## src/rtl/fact_pkg.sv

```systemverilog
// fact_pkg: shared constants and state encoding for the factorial core
package fact_pkg;
  localparam int ADDR_W = 8;
  localparam int DATA_W = 64;
  localparam int N_MAX = 20;
  localparam int MUL_CYCLES = 8;
  typedef enum logic [1:0] {S_IDLE, S_MUL, S_WRITE, S_DONE} state_t;
endpackage

```

## src/rtl/fact_mul8.sv

```systemverilog
// fact_mul8: sequential Wx8 shift-add multiplier, LSB first, fixed MUL_CYCLES latency
module fact_mul8 #(
  parameter int W = fact_pkg::DATA_W
) (
  input  logic         clk,
  input  logic         reset_n,
  input  logic         start,
  input  logic [W-1:0] a,
  input  logic [7:0]   b,
  output logic         done,
  output logic [W-1:0] p
);
  import fact_pkg::*;
  logic [W-1:0] mcand, prod;
  logic [7:0] mplier;
  logic [2:0] cnt;
  logic run;
  // p is the product including the current partial, valid on the done cycle
  assign p = prod + (mplier[0] ? mcand : '0);
  assign done = run && cnt == 3'(MUL_CYCLES - 1);
  always_ff @(posedge clk or negedge reset_n)
    if (!reset_n) begin
      mcand <= '0;
      prod <= '0;
      mplier <= '0;
      cnt <= '0;
      run <= 1'b0;
    end else if (start) begin
      mcand <= a;
      prod <= '0;
      mplier <= b;
      cnt <= '0;
      run <= 1'b1;
    end else if (run) begin
      prod <= p;
      mcand <= mcand << 1;
      mplier <= mplier >> 1;
      cnt <= cnt + 3'd1;
      run <= !done;
    end
endmodule

```

## src/rtl/factorial_core.sv

```systemverilog
// factorial_core: computes n! with a shift-add multiplier and writes it to RAM
module factorial_core #(
  parameter int ADDR_W = fact_pkg::ADDR_W,
  parameter int DATA_W = fact_pkg::DATA_W,
  parameter int N_MAX  = fact_pkg::N_MAX
) (
  input  logic              clk,
  input  logic              reset_n,
  input  logic              op_start,
  input  logic [7:0]        op_n,
  input  logic [ADDR_W-1:0] op_addr,
  output logic              op_busy,
  output logic              op_done,
  output logic              op_ovf,
  output logic [DATA_W-1:0] result,
  output logic              m_cen,
  output logic              m_wen,
  output logic [ADDR_W-1:0] m_addr,
  output logic [DATA_W-1:0] m_din
);
  import fact_pkg::*;
  localparam logic [7:0] NMAX = 8'(N_MAX);
  state_t state;
  logic [7:0] n_q, i;
  logic [ADDR_W-1:0] addr_q;
  logic [DATA_W-1:0] acc, mul_a, mul_p;
  logic [7:0] mul_b;
  logic mul_start, mul_done, go_mul;
  // next factor is launched on the same edge the previous one finishes, so MUL is exactly 8 cycles per factor
  assign go_mul = state == S_IDLE && op_start && op_n >= 8'd2 && op_n <= NMAX;
  assign mul_start = go_mul || (state == S_MUL && mul_done && i != n_q);
  assign mul_a = state == S_IDLE ? DATA_W'(1) : mul_p;
  assign mul_b = state == S_IDLE ? 8'd2 : i + 8'd1;
  fact_mul8 #(.W(DATA_W)) u_mul (
    .clk(clk),
    .reset_n(reset_n),
    .start(mul_start),
    .a(mul_a),
    .b(mul_b),
    .done(mul_done),
    .p(mul_p)
  );
  always_ff @(posedge clk or negedge reset_n)
    if (!reset_n) begin
      state <= S_IDLE;
      n_q <= '0;
      i <= '0;
      addr_q <= '0;
      acc <= '0;
      op_busy <= 1'b0;
      op_done <= 1'b0;
      op_ovf <= 1'b0;
      result <= '0;
      m_cen <= 1'b0;
      m_wen <= 1'b0;
      m_addr <= '0;
      m_din <= '0;
    end else
      case (state)
        S_IDLE:
          if (op_start) begin
            n_q <= op_n;
            addr_q <= op_addr;
            op_ovf <= op_n > NMAX;
            acc <= DATA_W'(1);
            i <= 8'd2;
            op_busy <= 1'b1;
            if (op_n > NMAX) begin
              state <= S_DONE;
              result <= '0;
              op_done <= 1'b1;
            end else if (op_n < 8'd2) begin
              state <= S_WRITE;
              m_cen <= 1'b1;
              m_wen <= 1'b1;
              m_addr <= op_addr;
              m_din <= DATA_W'(1);
            end else
              state <= S_MUL;
          end
        S_MUL:
          if (mul_done) begin
            acc <= mul_p;
            if (i == n_q) begin
              state <= S_WRITE;
              m_cen <= 1'b1;
              m_wen <= 1'b1;
              m_addr <= addr_q;
              m_din <= mul_p;
            end else
              i <= i + 8'd1;
          end
        S_WRITE: begin
          state <= S_DONE;
          op_done <= 1'b1;
          result <= acc;
          m_cen <= 1'b0;
          m_wen <= 1'b0;
          m_addr <= '0;
          m_din <= '0;
        end
        S_DONE: begin
          state <= S_IDLE;
          op_done <= 1'b0;
          op_busy <= 1'b0;
        end
        default: state <= S_IDLE;
      endcase
endmodule

```

## config.mk

```make
export PLATFORM = sky130hd
export DESIGN_NAME = factorial_core
export DESIGN_NICKNAME = d
export VERILOG_FILES = /design/src/rtl/fact_pkg.sv /design/src/rtl/fact_mul8.sv /design/src/rtl/factorial_core.sv
export SDC_FILE = /design/constraint.sdc
export NUM_CORES = 1
export LEC_CHECK = 0
export ABC_CLOCK_PERIOD_IN_PS = 8440
export BUFFER_PORTS_ARGS = -buffer_cell sky130_fd_sc_hd__buf_2
export CAP_MARGIN = 40
export CORE_ASPECT_RATIO = 2
export CORE_UTILIZATION = 35
export CTS_CLUSTER_SIZE = 16
export DETAILED_ROUTE_END_ITERATION = 8
export HOLD_SLACK_MARGIN = 0.03
export PLACE_DENSITY_LB_ADDON = 0.2
export SETUP_SLACK_MARGIN = 0.15
export SYNTH_ARGS = -nofsm -noshare
export SYNTH_HDL_FRONTEND = slang
export SYNTH_SLANG_ARGS = --single-unit
```

## constraint.sdc

```tcl
create_clock -name clk -period 8.44 [get_ports clk]
set_clock_uncertainty 0.05 [all_clocks]
set_input_delay 2.532 -clock clk [delete_from_list [all_inputs] [get_ports clk]]
set_output_delay 2.532 -clock clk [all_outputs]
set_load 0.02 [all_outputs]
```

# After elaboration in Yosys (flattened, before gate mapping)
# Cells that the tools add are included.
word_totals:
  regBits: 370
  input_bits: 19
  out_inout_bits: 141
  wordCells: 112
op_classes:
  addsub: 3
  magnitude_cmp: 4
  eq_ne: 13
  n_mux: 52
  reduce_logical: 23
op_table:
  columns: ["operator", "n"]
  rows:
  - ["$mux W64", 15]
  - ["$pmux W64 S2", 2]
  - ["$pmux W64 S3", 1]
  - ["$mux W8", 11]
  - ["$add A64 B64 Y64", 1]
  - ["$pmux W8 S3", 1]
  - ["$pmux W8 S2", 1]
  - ["$reduce_and A3 Y1", 4]
  - ["$mux W1", 10]
  - ["$mux W2", 5]
  - ["$add A8 B1 Y8 const B", 1]
  - ["$eq A8 B8 Y1", 1]
  - ["$ge A8 B2 Y1 const B", 1]
  - ["$gt A8 B5 Y1 const B", 1]
  - ["$le A8 B5 Y1 const B", 1]
  - ["$lt A8 B2 Y1 const B", 1]
  - ["$ne A2 B2 Y1 const B", 4]
  - ["$ne A8 B8 Y1", 1]
  - ["$pmux W2 S4", 1]
  - ["$reduce_bool A2 Y1", 4]
  - ["$logic_and A1 B1 Y1", 6]
  - ["$mux W3", 2]
  - ["$ne A2 B1 Y1 const B", 3]
  - ["$pmux W1 S3", 2]
  - ["other kinds (12)", 15]

# Depth between registers and ports, before layout
# Gate-level depths: netlist of run 1.
depth:
  depth_word: 6
  mapped_depth: 15

# Cells and area by module
# From an unflattened synthesis of run 1, not the netlist that was laid out.
hier_totals:
  hier_cells: 2292
  area_unflattened_um2: 20972.6
by_module_without_submodules:
  columns: ["module", "instances", "cells_each", "area_each_um2"]
  rows:
  - ["fact_mul8", 1, 1213, 10527.6]
  - ["factorial_core", 1, 1079, 10445.0]

# Least setup slack after synthesis of run 1
# OpenSTA, ideal clock, no wires.
synth_timing:
  path_type: "in2reg"
  from: "in op_n[5]"
  to: "reg u_mul.run"
  setup_time_ns: 0.143
  t_arrival_ns: 4.103
  required_ns: 8.247
  setup_slack_ns: 4.145
  cell_stages: 8
  n_path_buf: 3
  path_cell_list: "nor3_1 nand2_1 nand3_1 o22a_1 clkbuf_1 clkbuf_1 buf_1 o21ai_0"
synth_via:
  elab_chain_cells: 5
synth_rtl:
  columns: ["element", "line", "rtl"]
  rows:
  - ["start, declared", "factorial_core.sv:10", "input logic [7:0] op_n,"]
  - ["$ge A8 B2 Y1", "factorial_core.sv:30", "assign go_mul = state == S_IDLE && op_start && op_n >= 8'd2 && op_n <= NMAX;"]
  - ["$logic_and A1 B1 Y1", "factorial_core.sv:30", null]
  - ["$logic_and A1 B1 Y1 *", "factorial_core.sv:30", null]
  - ["$logic_or A1 B1 Y1 *", "factorial_core.sv:31", "assign mul_start = go_mul || (state == S_MUL && mul_done && i != n_q);"]
  - ["$mux W1 *", "fact_mul8.sv:28", "end else if (start) begin"]
  - ["end signal, assigned", "fact_mul8.sv:39", "run <= !done;"]
  - ["end, declared", "fact_mul8.sv:17", "logic run;"]
# Mark *: on every way between the ends. The rest lies on a longest branch, timed or not.
# A chain may end at the register's enable or synchronous reset.

# Worst setup path after layout of run 1
layout_timing:
  from: "reg u_mul.mplier[0]"
  to: "reg u_mul.mcand[30]"
layout_via:
  elab_chain_cells: 4
layout_rtl:
  columns: ["element", "line", "rtl"]
  rows:
  - ["start, declared", "fact_mul8.sv:15", "logic [7:0] mplier;"]
  - ["start signal, assigned", "fact_mul8.sv:37", "mplier <= mplier >> 1;"]
  - ["$mux W64", "fact_mul8.sv:19", "assign p = prod + (mplier[0] ? mcand : '0);"]
  - ["$add A64 B64 Y64", "fact_mul8.sv:19", null]
  - ["$mux W64", "factorial_core.sv:32", "assign mul_a = state == S_IDLE ? DATA_W'(1) : mul_p;"]
  - ["$mux W64", "fact_mul8.sv:28", null]
  - ["end signal, assigned", "fact_mul8.sv:36", "mcand <= mcand << 1;"]
  - ["end, declared", "fact_mul8.sv:14", "logic [W-1:0] mcand, prod;"]
# Every way passes these cells.

==> metrics.txt, run 1 <==
Detailed Route WL=60400 um; Final Critical Period=5000 ps; initial DRC count=890; layout cells sized above 1=12.8%; synthesis warning total=0; CTS Buffer Depth=3; leading area contributor after synthesis=dfrtp_1; Layout area overhead=13.9%; number of antenna-violating nets in the routed design=0; fin. max-slew vios=0; part of the cycle the worst path needs=59.2%; Max-Cap Viols=0; maximum clock rate=200 MHz; global-route wire length before repair=95100 um; # clock sinks=370; Reg2Reg Setup Slack=between 3000 and 4000 ps; Hold Crit Depth=2; row count=122; Clock H-tree levels=2; Synth top cells by count=408 x nand2_1, 370 x dfrtp_1, 239 x o21ai_0, 121 x clkbuf_1, 114 x a21oi_1; GPL Wtd Cong=0.918; post-CTS setup buffers=0; Die Ht=337 um; Leak=10.1 nW; WHS Endpoint=result[36]$_DFFE_PN0P_; cts bufs inserted=37; I/O pin count=160; Top FF cell, synth=dfrtp_1; Mean Syn Cell Area=between 9 and 10 sq um; Worst-Margin Slew=945 ps; global route total overflow=0; Placed Area=0.0210 sq mm; syn_nets=2229; CP max stage cell=dfrtp_2; Sw Share=43.0%; synthesized cell area=0.0196 sq mm; crit path max fanout=33; final instance area=0.0223 sq mm; DRT Pass-1 Iters=5; count leader, synth=nand2_1; Cells after Synth=about 2100; CP Cell Sequence=buf_4 -> and2_1 -> ha_1 -> inv_1 -> fa_1 -> and2b_1 -> o2111ai_2 -> a211o_1 -> nand3_1 -> o21a_1 -> o21ai_0 -> a21o_1 -> a211oi_1 -> o22ai_1; Rel. slew slack=36.6%; sequential element share of the synthesized area=47.2%; setup TNS=0 ps; Initial Utilization=a little over a third; drt wl/cell=around 20 um; insertion delay to the later sink of the worst-skew pair=between 500 and 600 ps; Post-Synth XOR/XNOR Area=between 2 and 2.5%; Fin. Hold Viols=0; dpl hpwl=between 40000 and 50000 um; CP arrival=5340 ps; Clk pwr share=23.2%; peak supply drop=0.000367 V; CP Launch Type=register; final setup violation count=0; Simple-Gate Fraction of Synth Area=17.5%; Worst EP required=between 8000 and 9000 ps; Post-Synth Adder-Cell Area=4.56%; worst hold path startpoint=result[36]$_DFFE_PN0P_; multiplexer share of the synthesized area=5.19%; PD cells=352 mW/mm^2; largest family of logic cells by synthesized area=compound AO/OA/AOI/OAI gates; Post-synth EDFFs=0; element type at the critical path end=register; R2R Path End=u_mul.mcand[30]$_DFFE_PN0P_; CTS hold repair buffers=0; RSZ-0062 raised after global routing=no; drt drc=0; initial antenna violation count=0; gr usage total=21.5%; post_cts resized=0; largest net degree at the start of global routing=between 100 and 150; status=finished clean; CTS clk-pin slew, worst paths=70 ps; die footprint=roughly 0.057 sq mm; Synth Area in Compound Gates=19.8%; combinational power share=41.1%; Die W=169 um; Cell variety after synth=78; Internal Power=4.48 mW; Synth Register Bits=370; FF-to-FF Start=u_mul.mplier[0]$_DFFE_PN0P_; Final Net Count=2307; post-synth top area share=47.2%; part of the power in registers=35.7%; WS Path Type=register to register; worst hold path class=register to register; slowest stage delay, CP=720 ps; Via density=5.37; Psw=between 3 and 4 mW; clk root buf=clkbuf_16; vias in the first global route=16800; Core ar.=0.0554 sq mm; Async S/R FF share, synth=100%; via count=16100; CTS tree=done; Reg2Reg Depth=14; top cells by area, synth=dfrtp_1 47%, nand2_1 7.8%, o21ai_0 6.1%; I/O Buffers=159
[registers in the layout (all words and copies together) (netlist names)]
| name | cells |
|---|---|
| m_wen | 1 |
| i | 8 |
| op_busy | 1 |
| m_addr | 8 |
| n_q | 8 |
| u_mul.run | 1 |
| m_din | 64 |
| addr_q | 8 |
| state | 2 |
| op_ovf | 1 |
| u_mul.prod | 64 |
| u_mul.cnt | 3 |
| u_mul.mplier | 8 |
| op_done | 1 |
| result | 64 |
| acc | 64 |
| u_mul.mcand | 64 |
[cell families after synthesis]
| group | count (synthesis) |
|---|---|
| compound gates | 624 |
| xor+xnor | 55 |
| fa+ha+maj | 71 |
| buf+inv | 168 |
| flops | 370 |
| mux | 99 |
| simple gates | 752 |
[placed cells by master (no fill, tap or decap), types with 24 or more instances in the layout]
cell       instances
ha_1              69
nor2_1            82
o22ai_1           60
nand2_1          408
buf_2            158
or3_1             28
a21oi_1          114
dfrtp_1          368
xnor2_1           33
mux2i_1           77
clkbuf_16         39
inv_1             28
o21ai_0          239
nor3_1            27
and2_1            78
o31ai_1           26
o21a_1            24
nand3_1           43
a21o_1            34
[routing by layer]
metal	up-vias	part of all wire (%)	global-route usage, %
met4	0	6.6	13.6
met5	-	0	0
met3	149	2.8	2.37
met2	326	55	41.3
li1	7728	-	-
met1	7849	36	21.7
[worst max-delay path, delay by kind of cell, from the launching register on]
family | cells | cell delay, ps
compound gates | 7 | 2300
fa+ha+maj | 2 | 560
buf+inv | 2 | 500
flops | 1 | 720
simple gates | 3 | 660
[area by class of cell]
class / instances / area, sq um
inverter: 29 / 109
fill: 5620 / 33100
clock buffer: 53 / 1070
sequential: 370 / 9260
antenna: 1 / 2.50
tap: 744 / 931
multi-input combinational: 1601 / 9770
clock inverter: 14 / 233
timing repair buffer: 178 / 973
[per-stage QoR]
stage	power [mW]	utilization [%]	setup WS, ps	hold slack [ps]	instances
finish	7.87	40.3	3440	422	2990
global route	8.42	40.3	3240	446	2989
floorplan	4.99	-	4140	399	2139
detailed placement	6.12	38.0	2980	416	2922
CTS	7.99	40.3	3420	431	2989
global placement	6.05	38.0	3110	409	2921
[worst max path at each step]
| stage | startpoint | endpoint | slack (ps) | cells after the start |
|---|---|---|---|---|
| floorplan | op_n[5] | u_mul.run$_DFF_PN0_ | 4140 | 8 |
| CTS | u_mul.mplier[0]$_DFFE_PN0P_ | u_mul.mcand[30]$_DFFE_PN0P_ | 3420 | 14 |
| global placement | op_start | u_mul.prod[52]$_DFFE_PN0P_ | 3110 | 6 |
| global route | u_mul.mplier[0]$_DFFE_PN0P_ | u_mul.mcand[30]$_DFFE_PN0P_ | 3240 | 14 |
| detailed placement | op_start | u_mul.prod[39]$_DFFE_PN0P_ | 2980 | 6 |
| finish | u_mul.mplier[0]$_DFFE_PN0P_ | u_mul.mcand[30]$_DFFE_PN0P_ | 3440 | 14 |
[power by group through the flow]
stage | combinational [mW] | sequential [mW] | clock (mW)
final | 3.23 | 2.81 | 1.83
after global routing | 3.60 | 2.88 | 1.94
after CTS | 3.29 | 2.81 | 1.88
after detailed placement | 3.28 | 2.84 | 0
after global placement | 3.22 | 2.82 | 0
after floorplan | 2.14 | 2.85 | 0
Note: power is estimated with default switching activity, not from simulation.
==> run 2, diff against run 1 <==
--- a/config.mk
+++ b/config.mk
@@ -5,7 +5,8 @@
 export SDC_FILE = /design/constraint.sdc
 export NUM_CORES = 1
 export LEC_CHECK = 0
-export ABC_CLOCK_PERIOD_IN_PS = 8440
+export ABC_AREA = 1
+export ABC_CLOCK_PERIOD_IN_PS = 4700
 export BUFFER_PORTS_ARGS = -buffer_cell sky130_fd_sc_hd__buf_2
 export CAP_MARGIN = 40
 export CORE_ASPECT_RATIO = 2
==> constraint.sdc (replaced) <==
create_clock -name clk -period 4.7 [get_ports clk]
set_clock_uncertainty 0.05 [all_clocks]
set_input_delay 1.41 -clock clk [delete_from_list [all_inputs] [get_ports clk]]
set_output_delay 1.41 -clock clk [all_outputs]
set_load 0.02 [all_outputs]
==> run 2 against run 1 <==
Register-to-register slack lost 2600 ps. Final area grew 9.8%. Combinational power grew 24%. Area after synthesis grew 10%. Wire length grew 19%. Flip-flop and latch count is the same. Final cell count grew 37%. Total power grew 42%.
==> metrics.txt, run 2 <==
status=finished clean; Sw Share=42.8%; combinational power share=between 30% and 40%; Core ar.=0.0610 sq mm; Synth Register Bits=370; Psw=4.78 mW; cts bufs inserted=37; Internal Power=around 6.4 mW; syn_nets=roughly 3300; CP most frequent cell=nand2_1; final instance area=0.0245 sq mm; Crit. path cell count=12; Cells after Synth=3166; Hold Crit Depth=2; CP max stage cell=dfrtp_2; part of the cycle the worst path needs=81.9%; post_cts resized=0; Top FF cell, synth=dfrtp_1; antenna cells=0; synthesis warning total=0; Worst EP required=around 5000 ps; Final Critical Period=3850 ps; drt drc=0; Die W=178 um; initial antenna violation count=0; CP arrival=4260 ps; global-route wire length before repair=113000 um; Detailed Route WL=71900 um; Layout area overhead=13.2%; layout cells sized above 1=~8.6%; multi-input logic area=0.0102 sq mm; via count=19600; gr usage total=around a quarter; post-synth top area share=42.7%; CTS Buffer Depth=3; Reg2Reg Depth=12; leading area contributor after synthesis=dfrtp_1; Rel. slew slack=43.0%; part of the power in registers=36.3%; synthesized cell area=0.0217 sq mm; largest net degree at the start of global routing=116; Worst Path Buf+Inv=2; Synth top cells by count=1387 x nand2_1, 439 x inv_1, 370 x dfrtp_1, 265 x nand3_1, 146 x nor2_1; peak supply drop=around 0.00032 V; maximum clock rate=260 MHz; WS Path Type=register to register; # clock sinks=370; most common cell after layout, fill and taps aside=nand2_1; CP Launch Type=register; Final Net Count=between 3000 and 4000; final setup violation count=0; global route total overflow=0; sequential element share of the synthesized area=42.7%; CTS tree=done; Async S/R FF share, synth=100%; dpl hpwl=54300 um; FILL cells=6680; I/O pin count=160; Clk pwr share=28.0%; Via density=around 4.8; fin. max-slew vios=0; drt wl/cell=around 18 um; CTS clk-pin slew, worst paths=60 ps; dpl cells=4020; Die Ht=354 um; count leader, synth=nand2_1; element type at the critical path end=register; die footprint=0.0630 sq mm; RSZ-0062 raised after global routing=no; Fin. Hold Viols=0; PD cells=456 mW/mm^2; Placed Area=between 0.02 and 0.025 sq mm; setup TNS=0 ps; Post-Layout Cell Count=slightly above 4000; GPL Wtd Cong=1.01; Sequential Area=~0.0093 sq mm; I/O Buffers=159; post-CTS setup buffers=0; crit path max fanout=38; number of antenna-violating nets in the routed design=0; DRT Pass-1 Iters=5; Cell variety after synth=45; insertion delay to the later sink of the worst-skew pair=560 ps; Mean Syn Cell Area=6.84 sq um; initial DRC count=949; vias in the first global route=20200; Worst-Margin Slew=between 800 and 900 ps; top cells by area, synth=dfrtp_1 43%, nand2_1 24%, inv_1 7.6%; Leak=14.4 nW; Post-synth EDFFs=0; Max-Cap Viols=0; clk root buf=clkbuf_16; worst hold path class=register to register; critical path's top delay family=simple AND/OR/NAND/NOR gates; Initial Utilization=35.5%; slowest stage delay, CP=890 ps; commonest non-fill, non-tap cells in the layout=1384 x nand2_1, 439 x inv_1, 369 x dfrtp_1; row count=between 100 and 150; CTS hold repair buffers=0; CP Cell Sequence=buf_4 -> nand2_1 -> inv_1 -> ha_1 -> nand2_1 -> nor2_1 -> nand2_1 -> nor3_1 -> nand3_1 -> nand4_1 -> nand3_1 -> o21ai_0; Clock H-tree levels=2
==> run 2: changes by cell type in the layout (fill, tap and decap cells not counted), moves of 26 or more <==
cell / before / now
a21o_1: 34 / 0
a21oi_1: 114 / 51
and2_1: 78 / 20
inv_1: 28 / 439
mux2i_1: 77 / 0
nand2_1: 408 / 1384
nand3_1: 43 / 265
nor2_1: 82 / 146
o21ai_0: 239 / 140
o22ai_1: 60 / 21
o31ai_1: 26 / 0
or3_1: 28 / 0
==> run 2: path summary, 6_finish.rpt <==
kind                                             start                endpoint  slack, ps
max                        u_mul.mplier[0]$_DFFE_PN0P_     acc[50]$_DFFE_PN0P_        850
min                              m_din[20]$_DFFE_PN0P_   m_din[20]$_DFFE_PN0P_        420
max reg2reg                u_mul.mplier[0]$_DFFE_PN0P_     acc[50]$_DFFE_PN0P_        850
min reg2reg                      m_din[20]$_DFFE_PN0P_   m_din[20]$_DFFE_PN0P_        420
max in group asynchronous                      reset_n  result[55]$_DFFE_PN0P_       2810
min in group asynchronous                      reset_n   addr_q[3]$_DFFE_PN0P_        820
==> run 2: metrics by stage <==
stage | setup slack [ps] | util [%] | hold WS [ps] | power [mW]
2_1_floorplan | 1910 | - | 399 | 6.65
3_3_place_gp | 917 | 38.2 | 410 | 8.20
3_5_place_dp | 879 | 38.2 | 410 | 8.20
4_1_cts | 841 | 40.2 | 428 | 11.4
5_1_grt | 506 | 40.2 | 445 | 11.9
6_report | 849 | 40.2 | 422 | 11.2
==> run 2: power by group through the flow <==
stage / registers [mW] / clock network [mW] / logic, mW
final: 4.05 / 3.13 / 4.00
after global routing: 4.12 / 3.34 / 4.45
after CTS: 4.06 / 3.23 / 4.10
after detailed placement: 4.11 / 0 / 4.09
after global placement: 4.11 / 0 / 4.09
after floorplan: 4.10 / 0 / 2.56
==> run 2: worst reg2reg max path, cell delays in order, from the launching register on <==
cell and delay, ps:
dfrtp_2 890, buf_4 420, nand2_1 90, inv_1 60, ha_1 220, nand2_1 170, nor2_1 390, nand2_1 200
nor3_1 260, nand3_1 140, nand4_1 140, nand3_1 400, o21ai_0 320
==> run 2: logic make-up after synthesis <==
group                    after synthesis  share of synthesized area (%)
XOR/XNOR                              43                           1.74
AND/OR/NAND/NOR                     1870                           35.0
adder cells (fa/ha/maj)               71                           4.14
AO/OA/AOI/OAI                        247                           6.23
flip-flops                           370                           42.7
buffers and inverters                565                           10.2
==> run 2: layout make-up <==
type	instances	share of cell area, %
Inverter	447	6.85
Sequential cell	370	37.7
Tap cell	780	3.98
Clock inverter	18	0.852
Clock buffer	46	4.17
Multi-Input combinational cell	2231	41.7
Timing Repair Buffer	192	4.70
==> run 2: per-layer routing <==
| metal | GRT usage [%] | wire length [um] | up-vias |
|---|---|---|---|
| met5 | 0 | 0 | - |
| met4 | 12.9 | 4210 | 0 |
| met3 | 1.89 | 1940 | 148 |
| met2 | 43.9 | 38300 | 392 |
| met1 | 25.0 | 27500 | 9167 |
| li1 | - | - | 9940 |
==> run 3, diff against run 2 <==
--- a/config.mk
+++ b/config.mk
@@ -6,7 +6,7 @@
 export NUM_CORES = 1
 export LEC_CHECK = 0
 export ABC_AREA = 1
-export ABC_CLOCK_PERIOD_IN_PS = 4700
+export ABC_CLOCK_PERIOD_IN_PS = 3690
 export BUFFER_PORTS_ARGS = -buffer_cell sky130_fd_sc_hd__buf_2
 export CAP_MARGIN = 40
 export CORE_ASPECT_RATIO = 2
==> constraint.sdc (replaced) <==
create_clock -name clk -period 3.69 [get_ports clk]
set_clock_uncertainty 0.05 [all_clocks]
set_input_delay 1.107 -clock clk [delete_from_list [all_inputs] [get_ports clk]]
set_output_delay 1.107 -clock clk [all_outputs]
set_load 0.02 [all_outputs]
==> run 3 against run 2 <==
Flip-flop and latch count did not move. Total power increased by 29%. Via count fell by 0.16%. Clock power is 28% higher. Critical path depth is 4 higher. Hold slack gained 4.5 ps. Clock-buffer cell count is 3 lower. Maximum frequency increased by 17%.
==> metrics.txt, run 3 (synthesis results as in run 2) <==
# clock sinks=370; maximum clock rate=304 MHz; global-route wire length before repair=114000 um; worst hold path class=register to register; element type at the critical path end=register; vias in the first global route=between 20000 and 25000; dpl hpwl=55800 um; Detailed Route WL=72500 um; I/O pin count=160; worst hold margin=427 ps; status=finished clean; Layout area overhead=14.3%; PnR Total Power=about 14 mW; die footprint=approximately 0.063 sq mm; worst hold path startpoint=m_din[30]$_DFFE_PN0P_; clk root buf=clkbuf_16; Worst EP required=just over 4000 ps; setup TNS=0 ps; initial DRC count=990; Clock H-tree levels=2; insertion delay to the later sink of the worst-skew pair=approximately 560 ps; commonest non-fill, non-tap cells in the layout=1384 x nand2_1, 439 x inv_1, 369 x dfrtp_1; FF-to-FF Start=u_mul.mplier[0]$_DFFE_PN0P_; DRT Pass-1 Iters=5; drt wl/cell=between 15 and 20 um; largest net degree at the start of global routing=80; dpl cells=4039; GPL Wtd Cong=between 0.9 and 1; Worst-Margin Slew=between 800 and 900 ps; global route total overflow=0; Reg2Reg Setup Slack=410 ps; CTS hold repair buffers=0; Hold Crit Depth=2; Sw Share=42.3%; Via density=4.78; CTS Buffer Depth=3; final setup violation count=0; fin. max-slew vios=0; I/O Buffers=159; Core ar.=0.0610 sq mm; Internal Power=8.30 mW; R2R Path End=acc[60]$_DFFE_PN0P_; Clk pwr share=between 20 and 30%; Layout Utilization=40.6%; drt drc=0; Rel. slew slack=roughly 44%; Initial Utilization=approximately 36%; post-CTS setup buffers=0; Psw=6.09 mW; Leak=14.6 nW; Reg2Reg Depth=16; CTS clk-pin slew, worst paths=roughly 70 ps; part of the power in registers=35.5%; part of the cycle the worst path needs=89.0%; initial antenna violation count=0; crit path max fanout=29; Max-Cap Viols=0; WHS Endpoint=m_din[30]$_DFFE_PN0P_; WS Path Type=register to register; combinational power share=36.7%; CP Launch Type=register; post_cts resized=0; most common cell after layout, fill and taps aside=nand2_1; row count=around 130; via count=19600; Final Critical Period=approximately 3300 ps; Fin. Hold Viols=0; Final Net Count=between 3000 and 4000; layout cells sized above 1=9.24%; CTS tree=done; PD cells=581 mW/mm^2; CP arrival=between 3000 and 4000 ps; RSZ-0062 raised after global routing=no; peak supply drop=0.000429 V; Post-Layout Cell Count=4104; number of antenna-violating nets in the routed design=0; gr usage total=23.6%; Die W=approximately 180 um; antenna cells=0; cts bufs inserted=37; Die Ht=approximately 350 um
-- run 3: per-layer routing --
metal,GRT usage (%),share of wire [%]
met1,24.7,38
met2,45.0,54
met3,2.36,2.7
met4,12.5,5.6
met5,0,0
-- run 3: metrics by stage --
| stage | setup slack (ps) | instance area (sq um) |
|---|---|---|
| after floorplan | 896 | 21700 |
| after global placement | 348 | 23500 |
| after detailed placement | 377 | 23500 |
| after CTS | 363 | 24800 |
| after global routing | 259 | 24800 |
| final | 406 | 24800 |
-- run 3: how the worst max path moves through the flow --
stage	from	endpoint	slack, ps	depth (start not counted)
floorplan	u_mul.mplier[0]$_DFFE_PN0P_	acc[58]$_DFFE_PN0P_	900	20
global placement	u_mul.mplier[0]$_DFFE_PN0P_	acc[60]$_DFFE_PN0P_	350	16
detailed placement	u_mul.mplier[0]$_DFFE_PN0P_	acc[60]$_DFFE_PN0P_	380	16
CTS	u_mul.mplier[0]$_DFFE_PN0P_	acc[60]$_DFFE_PN0P_	360	16
global route	u_mul.mplier[0]$_DFFE_PN0P_	acc[60]$_DFFE_PN0P_	260	17
finish	u_mul.mplier[0]$_DFFE_PN0P_	acc[60]$_DFFE_PN0P_	410	16
-- run 3: critical path, stage by stage (launching register included) --
cell and delay (ps):
dfrtp_2 450, buf_12 180, nand2_1 80, inv_1 40, ha_1 350, nand2_1 180, inv_1 80, nand2_1 60
nand2_1 80, a21oi_1 320, nand2_1 300, a21oi_1 300, nand3_1 130, and2_1 170, buf_4 160, nand3_1 140
nand2_1 70
-- run 3: cell type report --
class	count	area, sq um
repair buffers	211	1370
multi-input cells	2231	10200
fillers	6674	36300
inverters	447	1680
clock inverters	22	258
flip-flops and latches	370	9260
well taps	780	976
clock buffers	43	988
-- run 3: power groups by stage --
stage          combinational (mW)  sequential, mW  clock, mW
3_5_place_dp                 5.40            5.18          0
3_3_place_gp                 5.37            5.18          0
4_1_cts                      5.41            5.11       4.15
6_report                     5.28            5.11       4.01
2_1_floorplan                3.26            5.22          0
5_1_grt                      5.84            5.18       4.28
